File: src/rtl/hpu_seq_ctrl.sv
// HPU sequence controller: optional generation phase, counted get stream,
// bounded drain window for the end-of-stream pulse, then a one-cycle DONE.
//
// state | meaning
// ------+------------------------------------------------------------
// IDLE  | waiting for start; outputs quiet
// GEN   | generation phase, down-counter paces gen_cycles cycles
// RUN   | counting accepted get words until word_count is reached
// DRAIN | all words seen, waiting up to DRAIN_MAX cycles for get_fin
// DONE  | one-cycle completion pulse, back to IDLE
module hpu_seq_ctrl #(
    parameter int CNT_W     = 16,
    parameter int DRAIN_MAX = 8
) (
    input  logic             clk,
    input  logic             rst,
    input  logic             start,
    input  logic             abort,
    input  logic             gen_req,
    input  logic [CNT_W-1:0] gen_cycles,
    input  logic [CNT_W-1:0] word_count,
    input  logic             get_v,
    input  logic             get_fin,
    output logic             gen,
    output logic             run,
    output logic             busy,
    output logic             done,
    output logic             err,
    output logic [CNT_W-1:0] rcv_count
);

    localparam int DW = (DRAIN_MAX < 2) ? 1 : $clog2(DRAIN_MAX);
    localparam logic [DW-1:0]    DRAIN_LAST = DW'(DRAIN_MAX - 1);
    localparam logic [CNT_W-1:0] ONE        = CNT_W'(1);
    localparam logic [CNT_W-1:0] ALL_ONES   = {CNT_W{1'b1}};

    typedef enum logic [2:0] {
        S_IDLE  = 3'd0,
        S_GEN   = 3'd1,
        S_RUN   = 3'd2,
        S_DRAIN = 3'd3,
        S_DONE  = 3'd4
    } state_t;

    state_t           r_state;
    state_t           w_next;
    logic [CNT_W-1:0] r_gen_cnt;
    logic [CNT_W-1:0] r_word_cnt;
    logic [CNT_W-1:0] r_rcv;
    logic [DW-1:0]    r_drain_cnt;
    logic             r_err;

    logic w_gen_last;
    logic w_last_word;
    logic w_drain_last;

    assign w_gen_last   = (r_gen_cnt <= ONE);
    assign w_last_word  = get_v && (r_rcv == (r_word_cnt - ONE));
    assign w_drain_last = (r_drain_cnt == DRAIN_LAST);

    always_ff @(posedge clk) begin
        if (rst) begin
            r_state <= S_IDLE;
        end else begin
            r_state <= w_next;
        end
    end

    // abort is checked first in every active state so it wins over all else
    always_comb begin
        w_next = r_state;
        case (r_state)
            S_IDLE: begin
                if (start) begin
                    if (gen_req && (gen_cycles != '0)) begin
                        w_next = S_GEN;
                    end else if (word_count != '0) begin
                        w_next = S_RUN;
                    end else begin
                        w_next = S_DONE;
                    end
                end
            end
            S_GEN: begin
                if (abort) begin
                    w_next = S_DONE;
                end else if (w_gen_last) begin
                    w_next = (r_word_cnt != '0) ? S_RUN : S_DONE;
                end
            end
            S_RUN: begin
                if (abort || get_fin) begin
                    w_next = S_DONE;
                end else if (w_last_word) begin
                    w_next = S_DRAIN;
                end
            end
            S_DRAIN: begin
                if (abort || get_fin || w_drain_last) begin
                    w_next = S_DONE;
                end
            end
            S_DONE: begin
                w_next = S_IDLE;
            end
            default: begin
                w_next = S_IDLE;
            end
        endcase
    end

    always_comb begin
        gen  = 1'b0;
        run  = 1'b0;
        busy = 1'b0;
        done = 1'b0;
        case (r_state)
            S_GEN: begin
                gen  = 1'b1;
                run  = 1'b1;
                busy = 1'b1;
            end
            S_RUN, S_DRAIN: begin
                run  = 1'b1;
                busy = 1'b1;
            end
            S_DONE: begin
                busy = 1'b1;
                done = 1'b1;
            end
            default: begin
                busy = 1'b0;
            end
        endcase
    end

    always_ff @(posedge clk) begin
        if (rst) begin
            r_gen_cnt   <= '0;
            r_word_cnt  <= '0;
            r_rcv       <= '0;
            r_drain_cnt <= '0;
            r_err       <= 1'b0;
        end else begin
            case (r_state)
                S_IDLE: begin
                    if (start) begin
                        r_gen_cnt  <= gen_req ? gen_cycles : '0;
                        r_word_cnt <= word_count;
                        r_rcv      <= '0;
                        r_err      <= 1'b0;
                    end
                end
                S_GEN: begin
                    if (abort) begin
                        r_err     <= 1'b1;
                        r_gen_cnt <= '0;
                    end else if (r_gen_cnt != '0) begin
                        r_gen_cnt <= r_gen_cnt - ONE;
                    end
                end
                S_RUN: begin
                    r_drain_cnt <= '0;
                    if (abort) begin
                        r_err <= 1'b1;
                    end else begin
                        if (get_v && (r_rcv != ALL_ONES)) begin
                            r_rcv <= r_rcv + ONE;
                        end
                        if (get_fin) begin
                            r_err <= 1'b1;
                        end
                    end
                end
                S_DRAIN: begin
                    r_drain_cnt <= r_drain_cnt + DW'(1);
                    if (abort) begin
                        r_err <= 1'b1;
                    end else if (get_v || (w_drain_last && !get_fin)) begin
                        // overrun word, or the drain window expired
                        r_err <= 1'b1;
                    end
                end
                S_DONE: begin
                    r_gen_cnt   <= '0;
                    r_drain_cnt <= '0;
                end
                default: begin
                    r_gen_cnt <= '0;
                end
            endcase
        end
    end

    assign err       = r_err;
    assign rcv_count = r_rcv;

endmodule
File: config.mk
export PLATFORM = sky130hd
export DESIGN_NAME = hpu_seq_ctrl
export DESIGN_NICKNAME = d
export VERILOG_FILES = /design/src/rtl/hpu_seq_ctrl.sv
export SDC_FILE = /design/constraint.sdc
export NUM_CORES = 1
export LEC_CHECK = 0
export BUFFER_PORTS_ARGS = -buffer_cell sky130_fd_sc_hd__clkbuf_2
export CORE_UTILIZATION = 55
export DETAILED_ROUTE_END_ITERATION = 6
export HOLD_SLACK_MARGIN = 0.02
export PLACE_DENSITY = 0.79
export SLEW_MARGIN = 40
export SYNTH_ARGS = -nofsm -noshare
export SYNTH_HDL_FRONTEND = slang
export SYNTH_SLANG_ARGS = --single-unit
File: constraint.sdc
create_clock -name clk -period 3.4 [get_ports clk]
set_clock_uncertainty 0.2 [all_clocks]
set_input_delay 0.68 -clock clk [delete_from_list [all_inputs] [get_ports clk]]
set_output_delay 0.68 -clock clk [all_outputs]
set_load 0.01 [all_outputs]
=== Word-level counts from Yosys, hierarchy flattened ===
Index checks and enable logic that the tools add are counted.
Widths: inputs -> output; s select.

* Register bits after elaboration: 55
* Output and inout port bits: 21
* Logic and storage cells: 85

* $add $sub $neg: 4
* Order comparisons: 1
* Eq/ne operators: 17
* Multiplexer cells: 31
* Bitwise operators: 1
* Reduce and logical (&&, ||, !) cells: 25

{| class="wikitable"
|+ Operators by type and width
! kind !! number
|-
| $mux 16 || 7
|-
| $reduce_bool 16->1 || 4
|-
| $pmux 16 s3 || 1
|-
| $pmux 16 s2 || 1
|-
| $sub 16x1->16 const B || 2
|-
| $mux 3 || 9
|-
| $add 16x1->16 const B || 1
|-
| $eq 16x16->1 || 1
|-
| $le 16x1->1 const B || 1
|-
| $ne 16x16->1 const B || 1
|-
| $ne 3x3->1 const B || 5
|-
| $pmux 3 s4 || 1
|-
| $mux 1 || 10
|-
| $ne 2x2->1 const B || 5
|-
| $reduce_and 4->1 || 2
|-
| $eq 3x2->1 const B || 2
|-
| $eq 3x3->1 const B || 2
|-
| $pmux 3 s2 || 1
|-
| $reduce_and 5->1 || 1
|-
| $logic_and 1x1->1 || 4
|-
| $pmux 1 s4 || 1
|-
| $reduce_bool 2->1 || 2
|-
| $reduce_bool 4->1 || 1
|-
| $reduce_or 2->1 || 2
|-
| other kinds (10) || 12
|}

=== Depth between registers and ports, before layout ===
Gate-level depths: netlist of the first run.

* Word-level depth: 6
* Depth in mapped cells: 9

=== Worst setup path after synthesis of the first run ===
Ideal clock, no wire load.

* Kind: register to register
* From: register r_word_cnt[0]
* To: register r_state[1]
* Setup time: 0.121 ns
* Arrival: 2.129 ns
* Data required time: 3.079 ns
* Setup slack: 0.950 ns
* Cell stages (with the launch flop): 10
* Clock period less this slack: 2.450 ns
* Cells stage by stage: dfxtp_1 inv_1 ha_1 nor3b_4 a22o_1 o32a_1 o21ai_1 nor4b_4 a21oi_2 mux2_4

* Cells in the longest elaborated chain, start to end: 5
* Elaborated cells on any way between the ends: 10
* Those cells by class: add/sub (1); eq/ne (2); mux (4); reduce/logical (3)

{| class="wikitable"
|+ RTL lines
! what !! RTL line !! text
|-
| start, declared || 48 || <nowiki>logic [CNT_W-1:0] r_word_cnt;</nowiki>
|-
| start signal, assigned || 149 || <nowiki>r_word_cnt <= word_count;</nowiki>
|-
| $sub 16x1->16 or $reduce_bool 16->1 (tied branches) || 58, 88 ||
|-
| $eq 16x16->1 or $mux 3 (tied branches) || 58, 88 ||
|-
| $logic_and 1x1->1 or $mux 3 (tied branches) || 58, 87 ||
|-
| $ne 3x3->1 (no line) or $mux 3 (tied branches) || -- ||
|-
| $reduce_and 4->1 (no line) or $pmux 3 s4 (tied branches) || -- ||
|-
| end signal, assigned || 65 || <nowiki>r_state <= w_next;</nowiki>
|-
| end, declared || 45 || <nowiki>state_t r_state;</nowiki>
|}

Several ways; a longest one is shown, not always the timed one. The select of a mux whose other input is x is not followed.
A chain may end at the register's enable or synchronous reset.

=== Final worst setup path of the first run ===
Same ends and word-level chain as after synthesis.

==> results of run 1 <==
[cells in the mapped netlist, drive strengths merged, types with 6 or more instances]
master,count,area share
ha,7,0.025
nor4,18,0.043
o21ai,25,0.036
nand3,11,0.016
nor3,12,0.021
nor2b,7,0.013
nand4,10,0.018
and2,6,0.011
a21oi,26,0.039
inv,11,0.012
xor2,23,0.059
clkbuf,20,0.022
dfxtp,55,0.32
a22oi,18,0.039
nor2,54,0.059
xnor2,24,0.061
nand2,65,0.071
[flip-flops by register name (all words and copies together), names as in the netlist]
register,count
rcv_count,16
r_state,3
err,1
r_word_cnt,16
r_drain_cnt,3
r_gen_cnt,16
[metal layers]
| metal | track usage | vias up |
|---|---|---|
| li1 | - | 1657 |
| met1 | 0.301 | 1573 |
| met2 | 0.488 | 90 |
| met3 | 0.0607 | 15 |
| met4 | 0.0964 | 0 |
| met5 | 0 | - |
[kinds of logic after synthesis]
family / count (synthesis) / share of synthesized area
and+or+nand+nor: 205 / 0.313
adders and majority gates: 7 / 0.0255
DFF: 55 / 0.320
xor gates and xnor gates: 47 / 0.120
buffers and inverters: 34 / 0.0401
AOI/OAI and AO/OA: 92 / 0.168
muxes: 4 / 0.0131
[worst min path at each step]
stage | from | to | slack, ns | cells after the start
finish | err$_SDFFE_PP0P_ | err$_SDFFE_PP0P_ | 0.29 | 2
detailed placement | err$_SDFFE_PP0P_ | err$_SDFFE_PP0P_ | 0.27 | 2
CTS | err$_SDFFE_PP0P_ | err$_SDFFE_PP0P_ | 0.29 | 2
floorplan | r_word_cnt[15]$_SDFFE_PP0P_ | r_word_cnt[15]$_SDFFE_PP0P_ | 0.26 | 2
global route | err$_SDFFE_PP0P_ | err$_SDFFE_PP0P_ | 0.30 | 2
global placement | err$_SDFFE_PP0P_ | err$_SDFFE_PP0P_ | 0.24 | 2
[critical path, delay by kind of cell, from the launching register on]
kind	cells	cell delay, ns
and+or+nand+nor	1	0.28
AOI/OAI and AO/OA	4	0.77
muxes	1	0.30
adders and majority gates	1	0.23
DFF	1	0.43
xor gates and xnor gates	1	0.20
buffers and inverters	1	0.10
[power groups by stage]
stage	clock, mW	combinational, mW	sequential (mW)
5_1_grt	0.487	1.80	0.969
4_1_cts	0.461	1.61	0.944
6_report	0.456	1.61	0.949
3_3_place_gp	0	1.56	0.951
3_5_place_dp	0	1.59	0.957
2_1_floorplan	0	1.35	0.881
[per-stage QoR]
| stage | worst slack, ns | total power [mW] | cells | hold slack, ns |
|---|---|---|---|---|
| 2_1_floorplan | 0.950 | 2.23 | 444 | 0.261 |
| 4_1_cts | 0.805 | 3.01 | 566 | 0.287 |
| 3_5_place_dp | 0.811 | 2.55 | 558 | 0.272 |
| 3_3_place_gp | 0.815 | 2.51 | 558 | 0.238 |
| 6_report | 0.785 | 3.01 | 566 | 0.286 |
| 5_1_grt | 0.566 | 3.25 | 566 | 0.301 |
[cell type report]
cell class / instances / area [µm²] / share of cell area
Clock buffer: 6 / 82.6 / 0.0213
Clock inverter: 2 / 35.0 / 0.00906
Inverter: 11 / 41.3 / 0.0107
Multi-Input combinational cell: 355 / 2200 / 0.568
Sequential cell: 55 / 1100 / 0.285
Tap cell: 75 / 93.8 / 0.0243
Timing Repair Buffer: 62 / 318 / 0.0821
==> results_dict.tcl, run 1 <==
set metrics [dict create \
    pwr-share-clk 0.151 \
    die-area_um2 6570 \
    critPathKind "reg2reg" \
    placed_area_um2 3750 \
    hold_viol_final 0 \
    antenna_found_initial 0 \
    utilization 0.650 \
    grt_max_degree 40 \
    cts_setup_buffers 0 \
    cts_root_buf "clkbuf_8" \
    synth_seq_cells 55 \
    syn_inst 444 \
    layout_common_cells "nand2_1 (65), clkbuf_2 (59), dfxtp_1 (55)" \
    grt_use_total 0.268 \
    endpoint_kind "register" \
    io_buffers 59 \
    die_x_um 81.0 \
    cts.sinks 55 \
    pin_count 60 \
    reg2regPathDepth 9 \
    final_common_cell "nand2_1" \
    numCtsBuffers 5 \
    start_kind "register" \
    ant_nets 0 \
    combPwrFrac 0.534 \
    viasPerCell 5.89 \
    tns_ns 0 \
    coreArea_um2 5960 \
    grt_pass1_wl_um 13700 \
    cap_violations 0 \
    wl_met2_um 4270 \
    cts_hold_buffers 0 \
    diodes 0 \
    syn_to_final_growth_pct 12.6 \
    cts_resized 0 \
    wl_per_cell_um 14.6 \
    met1Wirelength_um 3450 \
    htreeDepth 2 \
    internal_power_mw 1.70 \
    row_count 28 \
    ir_worst_vdd_mv 0.570 \
    drc 0 \
    period_needed_ns 2.61 \
    crit_chain "inv_1 -> ha_1 -> xnor2_1 -> o211ai_1 -> a2111oi_0 -> o21ai_1 -> nor4b_4 -> a21oi_2 -> mux2_4" \
    switching_share 0.435 \
    first_pass_iters 5 \
    drtIter0Drc 197 \
    sequentialPowerShare 0.315 \
    crit_slowest_cell "dfxtp_1" \
    cp.arrival_ns 2.62 \
    relSlewSlack 0.514 \
    slew_violations 0 \
    cp.required_ns 3.41 \
    holdCritPathClass "reg2reg" \
    synth_edf_count 0 \
    p_per_area_nw_per_um2 779 \
    postSynth.asyncResetShare 0 \
    ys_seq_area_frac 0.320 \
    setup_viol_count_final 0 \
    min_period_over_period 0.769 \
    worst_pin_slew_ns 0.723 \
    grt_overflow 0 \
    clk_pin_slew_ns 0.10 \
    cp-endpoint "r_state[1]$_SDFFE_PP0P_" \
    fin_nets 536 \
    crit-reg2reg-capture "r_state[1]$_SDFFE_PP0P_" \
    insertion_delay_ns 0.31 \
    cp_slowest_stage_delay_ns 0.43 \
    drive_gt1_frac 0.167 \
    dp_hpwl_um 6140 \
    wl_met3_um 389 \
    p_leak_nw 1.57 \
    top_layer_used "met4" \
    start_util 0.577 \
    drt_wl_total_um 8250 \
    place_congestion 0.858 \
    grt_pass1_vias 2977 \
    r2r_slack_ns 0.79 \
    crit_path_start "r_word_cnt[0]$_SDFFE_PP0P_" \
    vias 3335 \
    syn-num-nets 490 \
    r2r_start "r_word_cnt[0]$_SDFFE_PP0P_" \
    ys_types 56 \
    ys.warnings.count 0 \
    path_max_fanout 6 \
    clockBufferDepth 2 \
    fmax_mhz 382 \
    grt_setup_unrepaired "false" \
    synth.avg_cell_area_um2 7.74 \
    fillerInstances 548 \
    synth_area_um2 3440 \
    power.switching_mw 1.31 \
    chipHeight_um 81.0 \
    synthFlopType "dfxtp_1" \
    design_area_um2 3870 \
    cts_tree "done" \
    status "completed" \
]
(Power assumes the default switching activity.)
==> inputs of run 2 (changes only) <==
CORE_UTILIZATION = 51   (was 55)
PLACE_DENSITY = 0.77   (was 0.79)
clock period = 2.36 ns   (was 3.4 ns; I/O delays follow)
==> run 2 against run 1 <==
The run now ends with DRC, setup timing left. Sequential power rose by 35%. Critical endpoint unchanged. Design area increased by 14%. Via count is 8.7% higher. Core utilization grew 3.7 points. Worst hold slack worse by 0.11 ns.
==> results_dict.tcl, run 2 (same netlist as run 1, synthesis figures left out) <==
set metrics [dict create \
    status "finished with violations" \
    violations "DRC, setup timing" \
    place_ws_ns -0.0981 \
    slew_violations 0 \
    path_max_fanout 6 \
    place_congestion 0.958 \
    first_pass_iters 7 \
    wl_per_cell_um 15.3 \
    io_buffers 59 \
    dp_hpwl_um 7090 \
    power.switching_mw 2.18 \
    met1Wirelength_um 4260 \
    placed_area_um2 4160 \
    grt_pass1_vias 3240 \
    final.setup.worst_slack_ns -0.0376 \
    min_from "word_count[11]" \
    holdWs_ns 0.178 \
    p_leak_nw 1.88 \
    reg2regPathDepth 8 \
    numCtsBuffers 5 \
    cp_slowest_stage_delay_ns 0.50 \
    endpoint_kind "register" \
    vias 3625 \
    whs_path_depth 3 \
    coreArea_um2 6420 \
    die-area_um2 7070 \
    crit_slowest_cell "dfxtp_1" \
    syn_to_final_growth_pct 28.3 \
    cts_root_buf "clkbuf_8" \
    crit-reg2reg-capture "r_state[1]$_SDFFE_PP0P_" \
    r2r_slack_ns -0.04 \
    switching_share 0.425 \
    grt_overflow 0 \
    critPathBufInv 1 \
    cts.sinks 55 \
    chipHeight_um 84.1 \
    grt_pass1_wl_um 15300 \
    internal_power_mw 2.95 \
    sequentialPowerShare 0.250 \
    insertion_delay_ns 0.32 \
    cts_hold_buffers 0 \
    antenna_found_initial 0 \
    clockBufferDepth 2 \
    fmax_mhz 417 \
    drive_gt1_frac 0.284 \
    drtIter0Drc 252 \
    htreeDepth 2 \
    top_layer_used "met4" \
    critPathKind "reg2reg" \
    hold_viol_final 0 \
    worst_pin_slew_ns 0.737 \
    wl_met3_um 394 \
    r2r_start "r_word_cnt[2]$_SDFFE_PP0P_" \
    pin_count 60 \
    combPwrFrac 0.621 \
    p_per_area_nw_per_um2 1160 \
    drc 13 \
    pwr-share-clk 0.129 \
    hold-path-endpoint "r_word_cnt[11]$_SDFFE_PP0P_" \
    path_depth 8 \
    die_x_um 84.1 \
    ir_worst_vdd_mv 0.785 \
    design_area_um2 4410 \
    row_count 29 \
    cts_tree "done" \
    holdCritPathClass "in2reg" \
    cp.arrival_ns 2.40 \
    cap_violations 0 \
    relSlewSlack 0.504 \
    wl_met2_um 4750 \
    grt_setup_unrepaired "true" \
    period_needed_ns 2.40 \
    final_common_cell "nand2_1" \
    diodes 0 \
    viasPerCell 5.82 \
    crit_family "compound AO/OA/AOI/OAI gates" \
    fin_nets 591 \
    grt_max_degree 34 \
    start_kind "register" \
    setup_viol_count_final 1 \
    drt_wl_total_um 9510 \
    ant_nets 0 \
    cp.required_ns 2.37 \
    start_util 0.535 \
    min_period_over_period 1.02 \
    crit_chain "nor4_1 -> buf_4 -> a22o_1 -> o32a_1 -> o21ai_1 -> nor4b_4 -> a21oi_2 -> mux2_4" \
    clk_pin_slew_ns 0.11 \
    layout_common_cells "nand2_1 (65), clkbuf_2 (59), buf_4 (56)" \
    grt_use_total 0.266 \
]
==> run 2: changes by cell type in the layout (fill, tap and decap cells not counted), moves of 2 or more <==
| cell | before | now |
|---|---|---|
| inv_2 | 0 | 2 |
| dfxtp_2 | 0 | 2 |
| dfxtp_1 | 55 | 52 |
| buf_4 | 3 | 56 |
| a31oi_1 | 4 | 2 |
| buf_12 | 0 | 2 |
| inv_1 | 11 | 9 |
| nor2_1 | 54 | 52 |
==> run 2: repair_timing <==
| action | in CTS | in global routing |
|---|---|---|
| setup buffers | 2 | 2 |
| endpoints found under the setup margin | 3 | 21 |
| resized for setup | 8 | 12 |
| pin swaps | 5 | 8 |
==> run 2: worst max-delay path by stage <==
stage	start	end	slack (ns)
2_1_floorplan	r_word_cnt[0]$_SDFFE_PP0P_	r_state[1]$_SDFFE_PP0P_	0.02
3_3_place_gp	r_word_cnt[0]$_SDFFE_PP0P_	r_state[1]$_SDFFE_PP0P_	-0.01
3_5_place_dp	r_word_cnt[0]$_SDFFE_PP0P_	r_state[1]$_SDFFE_PP0P_	-0.1
4_1_cts	r_word_cnt[0]$_SDFFE_PP0P_	r_state[1]$_SDFFE_PP0P_	-0.03
5_1_grt	r_word_cnt[1]$_SDFFE_PP0P_	r_state[1]$_SDFFE_PP0P_	-0.14
6_report	r_word_cnt[2]$_SDFFE_PP0P_	r_state[1]$_SDFFE_PP0P_	-0.04
==> run 2: routing by layer <==
metal / up-vias / global-route usage
met3: 12 / 0.0317
met4: 0 / 0.0564
met2: 100 / 0.465
met5: - / 0
li1: 1774 / -
met1: 1739 / 0.352
==> run 2: area by class of cell <==
type | instances | area [µm²]
Inverter | 11 | 41.3
Clock inverter | 3 | 47.5
Multi-Input combinational cell | 355 | 2290
Tap cell | 77 | 96.3
Timing Repair Buffer | 117 | 756
Fill cell | 523 | 2010
Clock buffer | 5 | 68.8
Sequential cell | 55 | 1110
==> run 2: stage by stage <==
step	util	instances	TNS (ns)	power, mW
floorplan	-	444	0	3.21
global placement	0.647	611	-0.0149	4.09
detailed placement	0.648	611	-0.128	4.15
CTS	0.673	621	-0.0307	4.89
global route	0.687	623	-0.206	5.46
finish	0.687	623	-0.0376	5.13
==> run 2: tightest hold or removal path, stage by stage <==
cell and delay [ns]:
clkbuf_2 0.09, nand2_1 0.05, a21oi_1 0.05
==> run 2: power groups by stage <==
stage	registers, mW	logic, mW	clock network [mW]
after floorplan	1.27	1.94	0
after global placement	1.27	2.82	0
after detailed placement	1.29	2.86	0
after CTS	1.27	2.95	0.668
after global routing	1.30	3.47	0.699
final	1.28	3.18	0.662
==> inputs of run 3 (changes only) <==
CORE_UTILIZATION = 35   (was 51)
PLACE_DENSITY = not set   (was 0.77)
==> run 3 against run 2 <==
The run ends with setup timing left. Fmax rose by 0.93%. Critical path depth rose by 1. Critical endpoint unchanged. Non-clock buffer count rose by 3. Register-to-register slack improved by 0.02 ns. First-iteration DRC count fell by 45%. Largest cell class unchanged. Die area rose by 45%. Combinational power barely moved.
==> results_dict.tcl, run 3 (same netlist as run 1, synthesis figures left out) <==
set metrics [dict create \
    slew_violations 0 \
    path_max_fanout 6 \
    clockBufferDepth 2 \
    io_buffers 59 \
    p_leak_nw 1.88 \
    cts_root_buf "clkbuf_8" \
    holdWs_ns 0.172 \
    drc 0 \
    place_congestion 0.844 \
    violations "setup timing" \
    relSlewSlack 0.630 \
    first_pass_iters 4 \
    crit_slowest_cell "dfxtp_2" \
    dp.cells 663 \
    diodes 0 \
    clk_pin_slew_ns 0.11 \
    grt_use_total 0.196 \
    antenna_found_initial 0 \
    final.setup.worst_slack_ns -0.0155 \
    ant_nets 0 \
    grt_overflow 0 \
    wl_per_cell_um 14.0 \
    cp.arrival_ns 2.39 \
    whs_path_depth 3 \
    grt_pass1_vias 3371 \
    cap_violations 0 \
    layout_common_cells "nand2_1 (65), clkbuf_2 (59), buf_4 (59)" \
    period_needed_ns 2.38 \
    pin_count 60 \
    design_area_um2 4490 \
    row_count 35 \
    min_period_over_period 1.01 \
    setup_viol_count_final 2 \
    grt_setup_unrepaired "true" \
    drive_gt1_frac 0.299 \
    fmax_mhz 421 \
    final_common_cell "nand2_1" \
    cp_slowest_stage_delay_ns 0.38 \
    drt_wl_total_um 9500 \
    crit_chain "inv_2 -> ha_4 -> nor3b_4 -> a22o_1 -> o32a_1 -> o21ai_1 -> nor4b_4 -> a21oi_2 -> mux2_4" \
    status "finished with violations" \
    ir_worst_vdd_mv 0.682 \
    placed_area_um2 4210 \
    htreeDepth 2 \
    grt_pass1_wl_um 15900 \
    fin_nets 594 \
    cts_tree "done" \
    die_x_um 101 \
    die-area_um2 10200 \
    drtIter0Drc 139 \
    hold_viol_final 0 \
    chipHeight_um 101 \
    holdCritPathClass "in2reg" \
    start_util 0.367 \
    dp_hpwl_um 7220 \
    endpoint_kind "register" \
    critPathKind "reg2reg" \
    reg2regPathDepth 9 \
    cts.sinks 55 \
    grt_max_degree 22 \
    syn_to_final_growth_pct 30.7 \
    worst_pin_slew_ns 0.550 \
    viasPerCell 5.19 \
    vias 3522 \
    coreArea_um2 9370 \
    insertion_delay_ns 0.32 \
    p_per_area_nw_per_um2 1120 \
    numCtsBuffers 5 \
    cp.required_ns 2.37 \
    fin_cells 678 \
    start_kind "register" \
]
==> run 3: cell count changes in the layout (fill, tap and decap cells not counted), sizes merged <==
cell / change
buf: +3
clkinvlp: +2
bufinv: -1
clkinv: -1
==> run 3: report_power, final <==
part / switching, mW / internal [mW]
clock: 0.350 / 0.213
combinational: 1.65 / 1.54
sequential: 0.184 / 1.09
total: 2.18 / 2.85
==> run 3: cell type report <==
class,instances,area [µm²]
well taps,129,161
flip-flops and latches,55,1110
clock inverters,3,23.8
multi-input cells,355,2320
inverters,11,41.3
fillers,991,4880
clock buffers,5,68.8
repair buffers,120,769
==> run 3: path summary, 6_finish.rpt <==
| check | from | end | slack [ns] |
|---|---|---|---|
| setup reg to reg | r_word_cnt[1]$_SDFFE_PP0P_ | r_state[1]$_SDFFE_PP0P_ | -0.02 |
| hold / removal | word_count[12] | r_word_cnt[12]$_SDFFE_PP0P_ | 0.17 |
| setup / recovery | r_word_cnt[1]$_SDFFE_PP0P_ | r_state[1]$_SDFFE_PP0P_ | -0.02 |
| hold reg to reg | err$_SDFFE_PP0P_ | err$_SDFFE_PP0P_ | 0.26 |
==> run 3: metal layers <==
metal / global-route usage / vias to the layer above / part of all wire
met5: 0 / - / 0
met4: 0.0591 / 0 / 0.014
met3: 0.0340 / 9 / 0.046
met2: 0.324 / 84 / 0.47
met1: 0.259 / 1654 / 0.47
li1: - / 1775 / -
==> run 3: what timing repair did <==
action	CTS	global route
hold endpoints to repair	0	0
buffers inserted	4	3
setup endpoints to repair	3	20
pin swaps	6	8
resized for setup	10	17
hold buffers	0	0
==> run 3: critical path, delay by kind of cell (launching register included) <==
family | cells | cell delay [ns]
adders and majority gates | 1 | 0.16
buffers and inverters | 1 | 0.06
DFF | 1 | 0.38
muxes | 1 | 0.30
and+or+nand+nor | 2 | 0.44
AOI/OAI and AO/OA | 4 | 0.74
==> run 3: through the flow <==
stage,power [mW],TNS [ns],setup WS (ns),util
after floorplan,3.21,0,0.0219,-
final,5.03,-0.0311,-0.0155,0.479
after detailed placement,4.14,-0.110,-0.104,0.450
after global routing,5.45,-0.486,-0.168,0.479
after global placement,4.09,-0.356,-0.0355,0.449
after CTS,4.81,-0.0239,-0.0239,0.467
